<file path="config.mk">
export PLATFORM = sky130hd
export DESIGN_NAME = draw_sprite_flat
export DESIGN_NICKNAME = d
export VERILOG_FILES = /design/src/rtl/vga_if.sv /design/src/rtl/draw_sprite.sv /design/src/flat_wrapper.sv
export SDC_FILE = /design/constraint.sdc
export NUM_CORES = 1
export LEC_CHECK = 0
export ABC_AREA = 1
export BUFFER_PORTS_ARGS = -buffer_cell sky130_fd_sc_hd__buf_2
export CORE_AREA = 2 2 171 89
export CTS_CLUSTER_SIZE = 14
export DETAILED_ROUTE_END_ITERATION = 7
export DIE_AREA = 0 0 173 91
export PLACE_DENSITY = 0.75
export SYNTH_ARGS = -nofsm -noshare
export SYNTH_HDL_FRONTEND = slang
export SYNTH_SLANG_ARGS = --single-unit
</file>
<file path="constraint.sdc">
create_clock -name clk -period 3.81 [get_ports clk]
set_input_delay 0.381 -clock clk [delete_from_list [all_inputs] [get_ports clk]]
set_output_delay 0.381 -clock clk [all_outputs]
set_load 0.02 [all_outputs]
</file>
<file path="src/rtl/vga_if.sv">
// VGA timing/colour bundle passed between pipeline stages.
// Carries counters, sync/blank strobes and 12-bit RGB.
interface vga_if;
    logic [10:0] hcount;
    logic [10:0] vcount;
    logic        hsync;
    logic        vsync;
    logic        hblnk;
    logic        vblnk;
    logic [11:0] rgb;

    modport in (
        input hcount, vcount, hsync, vsync, hblnk, vblnk, rgb
    );
    modport out (
        output hcount, vcount, hsync, vsync, hblnk, vblnk, rgb
    );
    modport slave (
        input hcount, vcount, hsync, vsync, hblnk, vblnk, rgb
    );
    modport master (
        output hcount, vcount, hsync, vsync, hblnk, vblnk, rgb
    );
endinterface

</file>
<file path="src/rtl/draw_sprite.sv">
// Sprite overlay stage: ROM-backed sprite with flip, colour key and
// animation, merged over the upstream picture at a frame-latched position.
module draw_sprite #(
    parameter int          WIDTH       = 48,
    parameter int          HEIGHT      = 64,
    parameter int          ADDR_STRIDE = 64,
    parameter int          FRAMES      = 4,
    parameter int          FRAME_TICKS = 8,
    parameter int          ROM_LATENCY = 1,
    parameter int          KEY_EN      = 1,
    parameter logic [11:0] KEY_COLOR   = 12'hF0F,
    parameter int          ADDR_W      = 16
) (
    input  logic              clk,
    input  logic              rst,
    vga_if.in                 vga_in,
    vga_if.out                vga_out,
    input  logic [11:0]       x_value,
    input  logic [11:0]       y_value,
    input  logic              flip,
    input  logic              anim_en,
    output logic [ADDR_W-1:0] pixel_addr,
    input  logic [11:0]       rgb_pixel
);

    localparam int FRAME_WORDS = HEIGHT * ADDR_STRIDE;

    typedef struct packed {
        logic        inbox;
        logic [10:0] hcount;
        logic [10:0] vcount;
        logic        hsync;
        logic        vsync;
        logic        hblnk;
        logic        vblnk;
        logic [11:0] rgb;
    } pix_t;

    logic        vblnk_q;
    logic        frame_ev;
    logic [11:0] x_l;
    logic [11:0] y_l;
    logic        flip_l;
    logic [7:0]  tick_cnt;
    logic [3:0]  frame_idx;

    assign frame_ev = vga_in.vblnk & ~vblnk_q;

    always_ff @(posedge clk) begin
        if (rst) begin
            vblnk_q   <= 1'b0;
            x_l       <= '0;
            y_l       <= '0;
            flip_l    <= 1'b0;
            tick_cnt  <= '0;
            frame_idx <= '0;
        end else begin
            vblnk_q <= vga_in.vblnk;
            if (frame_ev) begin
                x_l    <= x_value;
                y_l    <= y_value;
                flip_l <= flip;
                if (anim_en) begin
                    if (tick_cnt == 8'(FRAME_TICKS - 1)) begin
                        tick_cnt <= '0;
                        if (frame_idx == 4'(FRAMES - 1))
                            frame_idx <= '0;
                        else
                            frame_idx <= frame_idx + 4'd1;
                    end else begin
                        tick_cnt <= tick_cnt + 8'd1;
                    end
                end
            end
        end
    end

    // 13-bit compares so a sprite near 4095 cannot wrap onto column 0
    logic [12:0]       hc13, vc13, x13, y13, x_end, y_end;
    logic              inbox_c;
    logic [7:0]        dx, dy, col;
    logic [ADDR_W-1:0] addr_c;
    pix_t              stage_c;

    always_comb begin
        hc13    = {2'b00, vga_in.hcount};
        vc13    = {2'b00, vga_in.vcount};
        x13     = {1'b0, x_l};
        y13     = {1'b0, y_l};
        x_end   = x13 + 13'(WIDTH - 1);
        y_end   = y13 + 13'(HEIGHT - 1);
        inbox_c = (hc13 >= x13) && (hc13 <= x_end) &&
                  (vc13 >= y13) && (vc13 <= y_end) &&
                  !vga_in.hblnk && !vga_in.vblnk;
        dx      = 8'(hc13 - x13);
        dy      = 8'(vc13 - y13);
        col     = flip_l ? (8'(WIDTH - 1) - dx) : dx;
        addr_c  = ADDR_W'(frame_idx) * ADDR_W'(FRAME_WORDS)
                + ADDR_W'(dy) * ADDR_W'(ADDR_STRIDE)
                + ADDR_W'(col);
        if (!inbox_c)
            addr_c = '0;
        stage_c.inbox  = inbox_c;
        stage_c.hcount = vga_in.hcount;
        stage_c.vcount = vga_in.vcount;
        stage_c.hsync  = vga_in.hsync;
        stage_c.vsync  = vga_in.vsync;
        stage_c.hblnk  = vga_in.hblnk;
        stage_c.vblnk  = vga_in.vblnk;
        stage_c.rgb    = vga_in.rgb;
    end

    pix_t a_q;
    pix_t dly [ROM_LATENCY];
    pix_t last;

    always_ff @(posedge clk) begin
        if (rst) begin
            a_q        <= '0;
            pixel_addr <= '0;
            for (int i = 0; i < ROM_LATENCY; i++)
                dly[i] <= '0;
        end else begin
            a_q        <= stage_c;
            pixel_addr <= addr_c;
            dly[0]     <= a_q;
            for (int i = 1; i < ROM_LATENCY; i++)
                dly[i] <= dly[i-1];
        end
    end

    assign last = dly[ROM_LATENCY-1];

    logic keyed;
    logic show;
    assign keyed = (KEY_EN != 0) && (rgb_pixel == KEY_COLOR);
    assign show  = last.inbox && !keyed;

    always_ff @(posedge clk) begin
        if (rst) begin
            vga_out.hcount <= '0;
            vga_out.vcount <= '0;
            vga_out.hsync  <= 1'b0;
            vga_out.vsync  <= 1'b0;
            vga_out.hblnk  <= 1'b0;
            vga_out.vblnk  <= 1'b0;
            vga_out.rgb    <= '0;
        end else begin
            vga_out.hcount <= last.hcount;
            vga_out.vcount <= last.vcount;
            vga_out.hsync  <= last.hsync;
            vga_out.vsync  <= last.vsync;
            vga_out.hblnk  <= last.hblnk;
            vga_out.vblnk  <= last.vblnk;
            vga_out.rgb    <= show ? rgb_pixel : last.rgb;
        end
    end

endmodule

</file>
<file path="src/flat_wrapper.sv">
// flat-port wrapper written by rule: the top's interface ports become plain ports
module draw_sprite_flat 
#(
    parameter int          WIDTH       = 48,
    parameter int          HEIGHT      = 64,
    parameter int          ADDR_STRIDE = 64,
    parameter int          FRAMES      = 4,
    parameter int          FRAME_TICKS = 8,
    parameter int          ROM_LATENCY = 1,
    parameter int          KEY_EN      = 1,
    parameter logic [11:0] KEY_COLOR   = 12'hF0F,
    parameter int          ADDR_W      = 16
)
  (clk, rst, x_value, y_value, flip, anim_en, pixel_addr, rgb_pixel, vga_in_hcount, vga_in_vcount, vga_in_hsync, vga_in_vsync, vga_in_hblnk, vga_in_vblnk, vga_in_rgb, vga_out_hcount, vga_out_vcount, vga_out_hsync, vga_out_vsync, vga_out_hblnk, vga_out_vblnk, vga_out_rgb);
  vga_if vga_in_i ();
  vga_if vga_out_i ();
  input  logic clk;
  input  logic rst;
  input  logic [11:0] x_value;
  input  logic [11:0] y_value;
  input  logic flip;
  input  logic anim_en;
  output logic [ADDR_W-1:0] pixel_addr;
  input  logic [11:0] rgb_pixel;
  input wire logic [$bits(vga_in_i.hcount)-1:0] vga_in_hcount;
  input wire logic [$bits(vga_in_i.vcount)-1:0] vga_in_vcount;
  input wire logic [$bits(vga_in_i.hsync)-1:0] vga_in_hsync;
  input wire logic [$bits(vga_in_i.vsync)-1:0] vga_in_vsync;
  input wire logic [$bits(vga_in_i.hblnk)-1:0] vga_in_hblnk;
  input wire logic [$bits(vga_in_i.vblnk)-1:0] vga_in_vblnk;
  input wire logic [$bits(vga_in_i.rgb)-1:0] vga_in_rgb;
  output wire logic [$bits(vga_out_i.hcount)-1:0] vga_out_hcount;
  output wire logic [$bits(vga_out_i.vcount)-1:0] vga_out_vcount;
  output wire logic [$bits(vga_out_i.hsync)-1:0] vga_out_hsync;
  output wire logic [$bits(vga_out_i.vsync)-1:0] vga_out_vsync;
  output wire logic [$bits(vga_out_i.hblnk)-1:0] vga_out_hblnk;
  output wire logic [$bits(vga_out_i.vblnk)-1:0] vga_out_vblnk;
  output wire logic [$bits(vga_out_i.rgb)-1:0] vga_out_rgb;
  assign vga_in_i.hcount = vga_in_hcount;
  assign vga_in_i.vcount = vga_in_vcount;
  assign vga_in_i.hsync = vga_in_hsync;
  assign vga_in_i.vsync = vga_in_vsync;
  assign vga_in_i.hblnk = vga_in_hblnk;
  assign vga_in_i.vblnk = vga_in_vblnk;
  assign vga_in_i.rgb = vga_in_rgb;
  assign vga_out_hcount = vga_out_i.hcount;
  assign vga_out_vcount = vga_out_i.vcount;
  assign vga_out_hsync = vga_out_i.hsync;
  assign vga_out_vsync = vga_out_i.vsync;
  assign vga_out_hblnk = vga_out_i.hblnk;
  assign vga_out_vblnk = vga_out_i.vblnk;
  assign vga_out_rgb = vga_out_i.rgb;
  draw_sprite #(.WIDTH(WIDTH), .HEIGHT(HEIGHT), .ADDR_STRIDE(ADDR_STRIDE), .FRAMES(FRAMES), .FRAME_TICKS(FRAME_TICKS), .ROM_LATENCY(ROM_LATENCY), .KEY_EN(KEY_EN), .KEY_COLOR(KEY_COLOR), .ADDR_W(ADDR_W)) u_core (.clk(clk), .rst(rst), .vga_in(vga_in_i), .vga_out(vga_out_i), .x_value(x_value), .y_value(y_value), .flip(flip), .anim_en(anim_en), .pixel_addr(pixel_addr), .rgb_pixel(rgb_pixel));
endmodule
</file>
# == After elaboration in Yosys (flattened, before gate mapping) ==
# Memories as Yosys holds them, arrays and structs flattened.
# Index checks and enable logic that the tools add are counted.
# W data, S select, Z words.
# totals
regBits,130
n_memories,1
output_inout_bits,54
ramBits,39
latchBits,0
rom_bits,0
wordCells,63
inputBits,78
# memory_table
name,words,width,read_ports,rd_ports_with_merged_regs,write_ports,line_no,source
u_core.dly,1,39,1,0,1,draw_sprite.sv:114,pix_t dly [ROM_LATENCY];
# classes
n_bitwise,3
shift,0
reduce_logical,13
div,0
muxes,9
multipliers,0
order_cmp,4
n_eq_ne,3
add_sub_neg,9
# op_table
operator,count
$mux W39,1
$reduce_or A39 Y1,1
$add A12 B6 Y13 const B,2
$le A11 B13 Y1,2
$ge A11 B12 Y1,2
$add A16 B14 Y16,1
$add A16 B8 Y16,1
$mux W8,2
$sub A8 B8 Y8,2
$eq A12 B12 Y1 const B,1
$mux W12,1
$add A8 B1 Y8 const B,1
$eq A8 B3 Y1 const B,1
$sub A6 B8 Y8 const A,1
$logic_and A1 B1 Y1,6
$add A4 B1 Y4 const B,1
$eq A4 B2 Y1 const B,1
$mux W1,4
$mux W4,1
$logic_not A1 Y1,3
$reduce_and A3 Y1,1
$not A1 Y1,2
$reduce_and A2 Y1,1
$reduce_or A2 Y1,1
$and A1 B1 Y1,1

# == Depth between registers and ports, before layout ==
# Gate-level depths: netlist (run 1).
# depth
word_depth,9
ltp_mapped,24
mapped_depth_nobuf,24

# == Worst setup path before layout (run 1) ==
# OpenSTA, ideal clock, no wires.
# synth_path
path_kind,input to register
from,input port vga_in_hcount[0]
to,register u_core.pixel_addr[14]
t_arrival_ns,2.941
setup_time_ns,0.112
cell_stages,22
path_slack_ns,0.758
cell_sequence,inv_1 -> ha_1 -> inv_1 -> fa_1 -> nand3_1 -> nand2_1 -> xor2_1 -> ha_1 -> nand2_1 -> xor2_1 -> ha_1 -> fa_1 -> inv_1 -> nor2_1 -> nand3_1 -> nor2_1 -> nand2_1 -> nand2_1 -> nand2_1 -> nand2_1 -> inv_1 -> nor2_2
# synth_between
word_cells_on_any_way,13
# synth_rtl
element,line_no,source
"start, declared",flat_wrapper.sv:25,input wire logic [$bits(vga_in_i.hcount)-1:0] vga_in_hcount;
$sub A8 B8 Y8 *,draw_sprite.sv:95,dx = 8'(hc13 - x13);
$sub A6 B8 Y8,draw_sprite.sv:97,col = flip_l ? (8'(WIDTH - 1) - dx) : dx;
$mux W8 *,draw_sprite.sv:97,
named net u_core.col[4],draw_sprite.sv:81,"logic [7:0] dx, dy, col;"
$add A16 B8 Y16 *,draw_sprite.sv:100,+ ADDR_W'(col);
"end signal, assigned",draw_sprite.sv:125,pixel_addr <= addr_c;
"end, declared",draw_sprite.sv:22,"output logic [ADDR_W-1:0] pixel_addr,"
# Mark *: on every way through the listed nets, which the timed path passes. The rest lies on a longest branch.
# A chain may end at the register's enable or synchronous reset.

# == Final worst setup path (run 1) ==
# layout_path
from,register u_core.x_l[0]
to,register u_core.pixel_addr[14]
# layout_between
word_cells_on_any_way,14
# layout_rtl
element,line_no,source
"start, declared",draw_sprite.sv:41,logic [11:0] x_l;
"start signal, assigned",draw_sprite.sv:60,x_l <= x_value;
$sub A8 B8 Y8 *,draw_sprite.sv:95,
$sub A6 B8 Y8,draw_sprite.sv:97,
$mux W8 *,draw_sprite.sv:97,
named net u_core.col[4],draw_sprite.sv:81,
$add A16 B8 Y16 *,draw_sprite.sv:100,
# Marks and branches as above.

==> impl_metrics.json, run 1 <==
{
  "path_delay_family": "adder cells",
  "ys_seq_area_frac": 0.456,
  "cp_common_cell": "nand2_1",
  "coreArea_um2": 14200,
  "period_share": 0.877,
  "maxCapViolations": 0,
  "fin_hold_ws_ns": 0.160,
  "synth-seq-cells": 169,
  "final_nets": 1221,
  "critPathKind": "reg -> reg",
  "clock-sinks": 169,
  "setup_viol": 0,
  "critical_path_buf_inv_count": 3,
  "finalCriticalPeriod_ns": 3.34,
  "worstSkewPairLatency_ns": 0.42,
  "cts_tree": "yes",
  "async_flop_share": 0,
  "die_width_um": 173,
  "syn_inst": 959,
  "finalSetupTns_ns": 0,
  "powerDensity_nw_per_um2": 482,
  "rsz0062_at_grt": "false",
  "port_buffers": 131,
  "cpPeakStageDelay_ns": 0.41,
  "start_util": 0.522,
  "num_io_pins": 132,
  "cts_buffers": 17,
  "antenna_found_initial": 0,
  "h-tree-depth": 4,
  "num_vias": 6146,
  "cp_max_fo": 3,
  "grt-ovfl-total": 0,
  "post-dp-hpwl_um": 12900,
  "die_area_um2": 15700,
  "placementRows": 31,
  "placed_cells": 1266,
  "finalWirelength_um": 17300,
  "ir_worst_vdd_mv": 0.307,
  "syn_nets": 1093,
  "postCtsSetupBuffers": 0,
  "p_leak_uw": 0.00440,
  "start_kind": "flip-flop",
  "synth-edff-count": 0,
  "avgSynthCellArea_um2": 7.73,
  "viasPerCell": 4.73,
  "ys.flop_type": "dfxtp_1",
  "dr.pass1.iters": 6,
  "yosys.cell_types.count": 33,
  "cp_slowest_cell": "fa_1",
  "clk_transition_reported_paths_ns": 0.07,
  "fin_skew_ns": 0.0121,
  "drv_slew": 0,
  "first_iter_violations": 528,
  "area_delta_synth_final_pct": 19.0,
  "gp_congestion": 0.900,
  "fmax_mhz": 299,
  "grt_max_degree": 90,
  "die_h_um": 91,
  "worst_setup_path_end_kind": "flip-flop",
  "post_cts_resized": 0,
  "max_slew_margin": 0.422,
  "drive_above_1_share": 0.179,
  "ant_nets": 0,
  "path_cells": "ha_1, inv_1, fa_1, nand3_1, nand2_1, xor2_1, ha_1, nand2_1, xor2_1, ha_1, fa_1, inv_1, nor2_1, nand3_1, nor2_1, nand2_1, nand2_1, nand2_1, nand2_1, inv_1, nor2_2",
  "worst_ep_required_time_ns": 4.11,
  "dp_slack_ns": 0.309,
  "grt_pass1_vias": 5519,
  "wl_per_cell_um": 13.3,
  "drc": 0,
  "worstMarginPinSlew_ns": 0.868,
  "worstPathArrival_ns": 3.65,
  "grt_pass1_wl_um": 28000,
  "diodes": 0,
  "layout_setup_ws_ns": 0.467,
  "grt_usage": 0.224,
  "netlist_area_um2": 7410,
  "hold_viol": 0,
  "outcome": "complete, no violations",
  "ys_warn_count": 0,
  "stdcell_count": 1298,
  "cts_hold_buf": 0,
  "clock_path_buffers": 2,
  "clock-root-buffer": "clkbuf_16",
  "hold_path.class": "in -> reg",
  "fin_util": 0.622
}
state kept, by name (all words and copies together), names as in the netlist:
name	cells
u_core.vga_out.hsync	1
u_core.dly	39
u_core.flip_l	1
u_core.a_q	39
u_core.frame_idx	4
u_core.tick_cnt	8
u_core.y_l	12
u_core.vga_out.vsync	1
u_core.vga_out.hblnk	1
u_core.pixel_addr	16
u_core.vga_out.vcount	11
u_core.x_l	12
u_core.vga_out.rgb	12
u_core.vga_out.vblnk	1
u_core.vga_out.hcount	11
worst min-delay path: stages:
cell,delay [ns]
buf_2,0.07
inv_1,0.03
nor2_1,0.06
Yosys cell counts, drive strengths merged (5+ instances only):
cell / number / area (um2)
xor2: 26 / 228
nand4: 12 / 90.1
nor2: 180 / 718
inv: 186 / 698
dfxtp: 169 / 3380
nor3b: 5 / 42.5
nor3: 12 / 60.1
nand3: 40 / 210
o21ai: 44 / 220
nand2: 126 / 483
a21oi: 56 / 284
ha: 53 / 663
clkbuf: 23 / 86.3
xnor2: 10 / 87.6
layer usage:
metal / up-vias / part of all wire / global-route usage
li1: 3200 / - / -
met1: 2727 / 0.55 / 0.363
met2: 202 / 0.37 / 0.289
met3: 17 / 0.074 / 0.0494
met4: 0 / 0.0083 / 0.0516
met5: - / 0 / 0
final cells by class:
type | instances | area [um2]
clock buffers | 17 | 425
inverters | 186 | 698
repair buffers | 134 | 681
multi-input cells | 579 | 3230
fillers | 1287 | 5370
well taps | 198 | 248
clock inverters | 15 | 159
flip-flops and latches | 169 | 3380
through the flow:
stage          total power, uW  instance area (um2)
3_3_place_gp              2570                 8240
2_1_floorplan             2400                 7410
3_5_place_dp              2590                 8240
5_1_grt                   4460                 8820
6_report                  4250                 8820
4_1_cts                   4280                 8820
layout by cell type (no fill, tap or decap), types with 11 or more instances in the layout:
master     synthesis  final
buf_2              0    130
xor2_1            26     26
nand4_1           11     11
clkbuf_16          0     17
nand3_1           38     38
a21oi_1           55     55
o21ai_0           44     44
inv_1            180    180
nor3_1            12     12
ha_1              53     53
dfxtp_1          169    169
nand2_1          122    122
nor2_2            11     11
nor2_1           167    167
path summary, 6_finish.rpt:
kind,start,end,slack [ns],cells after the start
setup / recovery,u_core.x_l[0]$_SDFFE_PP0P_,u_core.pixel_addr[14]$_SDFF_PP0_,0.47,21
hold / removal,vga_in_rgb[2],u_core.a_q[2]$_SDFF_PP0_,0.16,3
setup reg to reg,u_core.x_l[0]$_SDFFE_PP0P_,u_core.pixel_addr[14]$_SDFF_PP0_,0.47,21
hold reg to reg,u_core.a_q[17]$_SDFF_PP0_,u_core.dly[0][17]$_SDFF_PP0_,0.40,2
kinds of logic (layout without fill, tap and decap cells):
kind of cell | Yosys count | count (layout) | share of synthesized area
AOI/OAI and AO/OA | 103 | 103 | 0.0709
xor gates and xnor gates | 36 | 36 | 0.0425
adders and majority gates | 56 | 56 | 0.0976
buffers and inverters | 211 | 352 | 0.108
DFF | 169 | 169 | 0.456
muxes | 1 | 1 | 0.00135
and+or+nand+nor | 383 | 383 | 0.223
power by group:
group / internal [uW] / switching (uW)
logic: 261 / 437
clock network: 875 / 806
registers: 1840 / 35.3
total: 2970 / 1280
No activity file was read; power rests on OpenSTA's default activity.
==> inputs of run 2 (changes only) <==
Settings changed: ABC_AREA 1 to 0, CORE_AREA 2 2 171 89 to 2 2 169 88, DIE_AREA 0 0 173 91 to 0 0 171 90, PLACE_DENSITY 0.75 to 0.76.
==> run 2 against run 1 <==
Flip-flop and latch count unchanged. Non-clock buffer count is 7 higher. Clock power up 6%. Total power up 0.89%. Fmax shrank 8.6%. Critical path type unchanged. Critical endpoint is now u_core.pixel_addr[15]$_SDFF_PP0_.
==> impl_metrics.json, run 2 <==
{
  "outcome": "complete, no violations",
  "drive_above_1_share": 0.231,
  "die_width_um": 171,
  "area_delta_synth_final_pct": 21.2,
  "cp_slowest_cell": "fa_1",
  "fin_area_um2": 8840,
  "p_total_uw": 4290,
  "fmax_mhz": 274,
  "path_cells": "ha_1, inv_1, fa_1, nand3_1, a21boi_0, o21a_1, o21a_1, o32a_1, xnor2_2, ha_1, a21o_1, and2_1, nor3b_2, nand4_1, mux2_2, a211oi_1",
  "synth_top_area_frac": 0.464,
  "worstPathArrival_ns": 3.99,
  "finalSetupTns_ns": 0,
  "synth-seq-cells": 169,
  "syn_nets": 892,
  "synth-edff-count": 0,
  "fin_util": 0.630,
  "coreArea_um2": 14000,
  "critPathKind": "reg -> reg",
  "post-dp-hpwl_um": 12200,
  "worst_setup_path_end_kind": "flip-flop",
  "cpPeakStageDelay_ns": 0.40,
  "die_h_um": 90,
  "cts_tree": "yes",
  "path_depth": 16,
  "num_io_pins": 132,
  "yosys.cell_types.count": 66,
  "ys.flop_type": "dfxtp_1",
  "ys_warn_count": 0,
  "timing.rr.start": "u_core.x_l[0]$_SDFFE_PP0P_",
  "async_flop_share": 0,
  "syn_inst": 758,
  "synthSimpleGateAreaFrac": 0.237,
  "reg_top3": "u_core.a_q x39, u_core.dly x39, u_core.pixel_addr x16",
  "mostFrequentLayoutCells": "dfxtp_1, buf_2, nor2b_1",
  "synth_mux_area_frac": 0.0218,
  "grt_pass1_wl_um": 26500,
  "placementRows": 31,
  "clock_path_buffers": 2,
  "drc": 0,
  "num_vias": 5563,
  "postCtsSetupBuffers": 0,
  "synthTopCellsByArea": "dfxtp_1, ha_1, nor2b_1, nand2_1, xnor2_1",
  "grt_max_degree": 82,
  "post-synth-top-area-cell": "dfxtp_1",
  "worstMarginPinSlew_ns": 0.998,
  "ant_nets": 0,
  "ys_seq_area_frac": 0.464,
  "final_nets": 1025,
  "worst_ep_required_time_ns": 4.15,
  "fin_hold_ws_ns": 0.156,
  "final_common_cell": "dfxtp_1",
  "port_buffers": 131,
  "grt-ovfl-total": 0,
  "setup_viol": 0,
  "avgSynthCellArea_um2": 9.62,
  "critical_path_buf_inv_count": 1,
  "hold_path.startpoint": "vga_in_rgb[6]",
  "drv_slew": 0,
  "synth_commonest_cells": "dfxtp_1, nor2b_1, nand2_1",
  "finalCriticalPeriod_ns": 3.66,
  "dr.pass1.iters": 5,
  "rr_worst_depth": 16,
  "finalWirelength_um": 16400,
  "cp_max_fo": 5,
  "clock-sinks": 169,
  "hold_path.class": "in -> reg",
  "fin_skew_ns": 0.0154,
  "synth_compound_area_frac": 0.0921,
  "place_area_um2": 8180,
  "die_area_um2": 15400,
  "worstSkewPairLatency_ns": 0.42,
  "holdPathStages": 2,
  "hold_viol": 0,
  "maxCapViolations": 0,
  "max_slew_margin": 0.335,
  "path_delay_family": "compound AO/OA/AOI/OAI gates",
  "viasPerCell": 5.04,
  "netlist_area_um2": 7300,
  "grt_usage": 0.221,
  "start_util": 0.520,
  "synth_top_family_by_area": "simple AND/OR/NAND/NOR gates",
  "p_leak_uw": 0.00376,
  "rsz0062_at_grt": "false",
  "start_kind": "flip-flop",
  "period_share": 0.960,
  "crit_path_start": "u_core.x_l[0]$_SDFFE_PP0P_",
  "powerDensity_nw_per_um2": 485,
  "yosysMostFrequentCell": "dfxtp_1",
  "gp_congestion": 0.931,
  "synthXorXnorAreaFrac": 0.0528,
  "first_iter_violations": 351,
  "antenna_found_initial": 3,
  "cts_buffers": 17,
  "synth-adder-area-share": 0.0991,
  "h-tree-depth": 4,
  "ir_worst_vdd_mv": 0.286,
  "clock-root-buffer": "clkbuf_16",
  "clk_transition_reported_paths_ns": 0.08,
  "wl_per_cell_um": 14.9,
  "grt_pass1_vias": 5271
}
-- run 2: cell count changes after synthesis, moves of 5 or more --
cell,previous run,this run
nor2_1,167,38
o21ai_0,44,9
mux2i_1,1,11
inv_2,6,1
nor2b_1,0,106
o21a_1,1,9
nand3_1,38,16
xnor2_1,10,34
nor3_2,0,9
a21oi_1,55,45
inv_1,180,33
nor2_2,11,1
xor2_1,26,10
nand2_1,122,83
-- run 2: kinds of logic after synthesis --
family	count (synthesis)
compound gates	100
xor+xnor	44
fa+ha+maj	56
buf+inv	61
flops	169
mux	15
simple gates	313
-- run 2: metrics by stage --
| stage | worst slack, ns | cells |
|---|---|---|
| global route | 0.0106 | 1103 |
| global placement | 0.0815 | 1070 |
| detailed placement | -0.0264 | 1070 |
| CTS | 0.0421 | 1102 |
| floorplan | 0.260 | 758 |
| finish | 0.154 | 1104 |
-- run 2: layer usage --
metal / vias up / track usage / part of all wire
li1: 2826 / - / -
met1: 2572 / 0.341 / 0.53
met2: 155 / 0.295 / 0.38
met3: 8 / 0.0674 / 0.080
met4: 2 / 0.0508 / 0.0050
met5: - / 0 / 0.00067
-- run 2: path summary, 6_finish.rpt --
kind	endpoint	slack, ns
hold / removal	u_core.a_q[6]$_SDFF_PP0_	0.16
setup / recovery	u_core.pixel_addr[15]$_SDFF_PP0_	0.15
setup reg to reg	u_core.pixel_addr[15]$_SDFF_PP0_	0.15
hold reg to reg	u_core.vga_out.hcount[1]$_SDFF_PP0_	0.43
-- run 2: layout make-up --
cell class                      count  area, um2
Clock buffer                       17        425
Timing Repair Buffer              141        746
Tap cell                          198        248
Sequential cell                   169       3390
Inverter                           34        128
Multi-Input combinational cell    528       3700
Antenna cell                        2       5.00
Fill cell                        1193       5200
Clock inverter                     15        203
-- run 2: where the power goes --
| part | leakage [uW] | switching (uW) | internal, uW |
|---|---|---|---|
| sequential | 0.00139 | 29.3 | 1830 |
| clock | 0.000299 | 863 | 912 |
| combinational | 0.00208 | 368 | 287 |
| total | 0.00376 | 1260 | 3030 |
-- run 2: timing repair --
action | in CTS | in global routing
endpoints found under the setup margin | 0 | 3
gates resized for setup | 0 | 6
hold buffers | 0 | 0
==> inputs of run 3 (changes only) <==
Settings changed: REMOVE_ABC_BUFFERS from default to 1.
Clock period 3.81 ns to 4.69 ns, I/O delays scaled along.
==> run 3 against run 2 <==
Clock skew fell by 0.0062 ns. Register-to-register slack improved by 0.68 ns. Via count shrank 1.9%. Core utilization fell by 0.73 points. Non-clock buffer count fell by 6. Sequential power fell by 19%. Global-route usage decreased by 1.4 points. Worst setup slack gained 0.68 ns. Combinational power decreased by 22%. Hold slack improved by 0.093 ns. Critical path type unchanged. Largest cell class unchanged. Critical path depth unchanged.
==> impl_metrics.json, run 3 (synthesis results as in run 2) <==
{
  "dr.max_layer_used": "met4",
  "drc": 0,
  "grt_pass1_wl_um": 25300,
  "grt_max_degree": 92,
  "ir_worst_vdd_mv": 0.179,
  "clock-root-buffer": "clkbuf_16",
  "die_h_um": 90,
  "grt_usage": 0.207,
  "rr_worst_depth": 16,
  "gp_congestion": 0.869,
  "num_io_pins": 132,
  "hold_path.startpoint": "vga_in_rgb[8]",
  "start_kind": "flip-flop",
  "worst_setup_path_end_kind": "flip-flop",
  "maxCapViolations": 0,
  "stdcell_count": 1096,
  "cp_max_fo": 5,
  "first_iter_violations": 379,
  "drv_slew": 0,
  "outcome": "complete, no violations",
  "finalSetupTns_ns": 0,
  "critPathKind": "reg -> reg",
  "timing.rr.start": "u_core.x_l[0]$_SDFFE_PP0P_",
  "period_share": 0.822,
  "reg_top3": "u_core.a_q x39, u_core.dly x39, u_core.pixel_addr x16",
  "ant_nets": 0,
  "worstMarginPinSlew_ns": 1.20,
  "coreArea_um2": 14000,
  "dr.pass1.iters": 5,
  "holdPathEnd": "u_core.a_q[8]$_SDFF_PP0_",
  "cts_tree": "yes",
  "postCtsSetupBuffers": 0,
  "cts_buffers": 17,
  "finalWirelength_um": 15400,
  "hold_path.class": "in -> reg",
  "wl_per_cell_um": 14.1,
  "finalCriticalPeriod_ns": 3.86,
  "clock-sinks": 169,
  "worstPathArrival_ns": 4.18,
  "holdPathStages": 2,
  "worst_ep_required_time_ns": 5.01,
  "dr_wl_met3_um": 825,
  "viasPerCell": 4.98,
  "placed_cells": 1064,
  "cts_hold_buf": 0,
  "fmax_mhz": 259,
  "placementRows": 31,
  "die_width_um": 171,
  "post_cts_resized": 0,
  "rrSetupSlack_ns": 0.83,
  "final_nets": 1019,
  "setup_viol": 0,
  "clk_transition_reported_paths_ns": 0.08,
  "route.met2.wl_um": 5910,
  "rsz0062_at_grt": "false",
  "port_buffers": 131,
  "fill_cells": 1186,
  "fin_skew_ns": 0.00919,
  "start_util": 0.520,
  "worstSkewPairLatency_ns": 0.42,
  "die_area_um2": 15400,
  "reg2reg_to": "u_core.pixel_addr[15]$_SDFF_PP0_",
  "h-tree-depth": 4,
  "post-dp-hpwl_um": 11200,
  "clock_path_buffers": 2,
  "wl_met1_um": 8580,
  "hold_viol": 0,
  "mostFrequentLayoutCells": "dfxtp_1, buf_2, nor2b_1",
  "p_total_uw": 3460,
  "diodes": 0,
  "area_delta_synth_final_pct": 19.8,
  "num_vias": 5460,
  "p_leak_uw": 0.00372,
  "powerDensity_nw_per_um2": 396,
  "final_common_cell": "dfxtp_1",
  "grt-ovfl-total": 0,
  "grt_pass1_vias": 5098,
  "max_slew_margin": 0.203,
  "drive_above_1_share": 0.219,
  "antenna_found_initial": 0
}
==> run 3: cell types whose count changed in the layout (fill, tap and decap cells not counted), sizes merged <==
cell / before / now
buf: 141 / 135
diode: 2 / 0
bufinv: 0 / 1
clkinv: 5 / 4
==> run 3: worst max-delay path, cell delays in order (launching register included) <==
cell      delay [ns]
dfxtp_1         0.40
ha_1            0.24
inv_1           0.07
fa_1            0.40
nand3_1         0.09
a21boi_0        0.08
o21a_1          0.19
o21a_1          0.18
o32a_1          0.34
xnor2_1         0.28
ha_1            0.20
a21o_1          0.08
and2_1          0.15
nor3b_1         0.36
nand4_1         0.15
mux2_2          0.31
a211oi_1        0.22
==> run 3: final cells by class <==
class | count | area (um2) | area share
Multi-Input combinational cell | 528 | 3670 | 0.421
Sequential cell | 169 | 3380 | 0.387
Timing Repair Buffer | 135 | 688 | 0.0788
Clock buffer | 17 | 425 | 0.0487
Tap cell | 198 | 248 | 0.0284
Clock inverter | 15 | 191 | 0.0219
Inverter | 34 | 128 | 0.0146
==> run 3: through the flow <==
stage	hold WS [ns]	area, um2	utilization	setup WS, ns
after detailed placement	0.420	8120	0.578	0.648
after CTS	0.238	8740	0.622	0.847
after global routing	0.244	8740	0.622	0.536
after global placement	0.416	8120	0.578	0.782
final	0.250	8740	0.622	0.833
after floorplan	0.414	7180	-	1.05
==> run 3: how the worst max path moves through the flow <==
stage / start / end / slack [ns] / depth (start not counted)
floorplan: vga_in_hcount[0] / u_core.pixel_addr[15]$_SDFF_PP0_ / 1.05 / 17
global placement: vga_in_hcount[0] / u_core.pixel_addr[15]$_SDFF_PP0_ / 0.78 / 18
detailed placement: vga_in_hcount[0] / u_core.pixel_addr[15]$_SDFF_PP0_ / 0.65 / 18
CTS: u_core.x_l[0]$_SDFFE_PP0P_ / u_core.pixel_addr[15]$_SDFF_PP0_ / 0.85 / 16
global route: u_core.x_l[0]$_SDFFE_PP0P_ / u_core.pixel_addr[15]$_SDFF_PP0_ / 0.54 / 16
finish: u_core.x_l[0]$_SDFFE_PP0P_ / u_core.pixel_addr[15]$_SDFF_PP0_ / 0.83 / 16
==> run 3: per-layer routing <==
metal	vias up	GRT usage
li1	2812	-
met1	2498	0.325
met2	139	0.278
met3	11	0.0520
met4	0	0.0480
met5	-	0
==> run 3: report_power, final <==
part           total, uW  switching (uW)  internal, uW
sequential          1510            23.7          1490
combinational        510             291           219
clock               1440             666           775
total               3460             981          2480
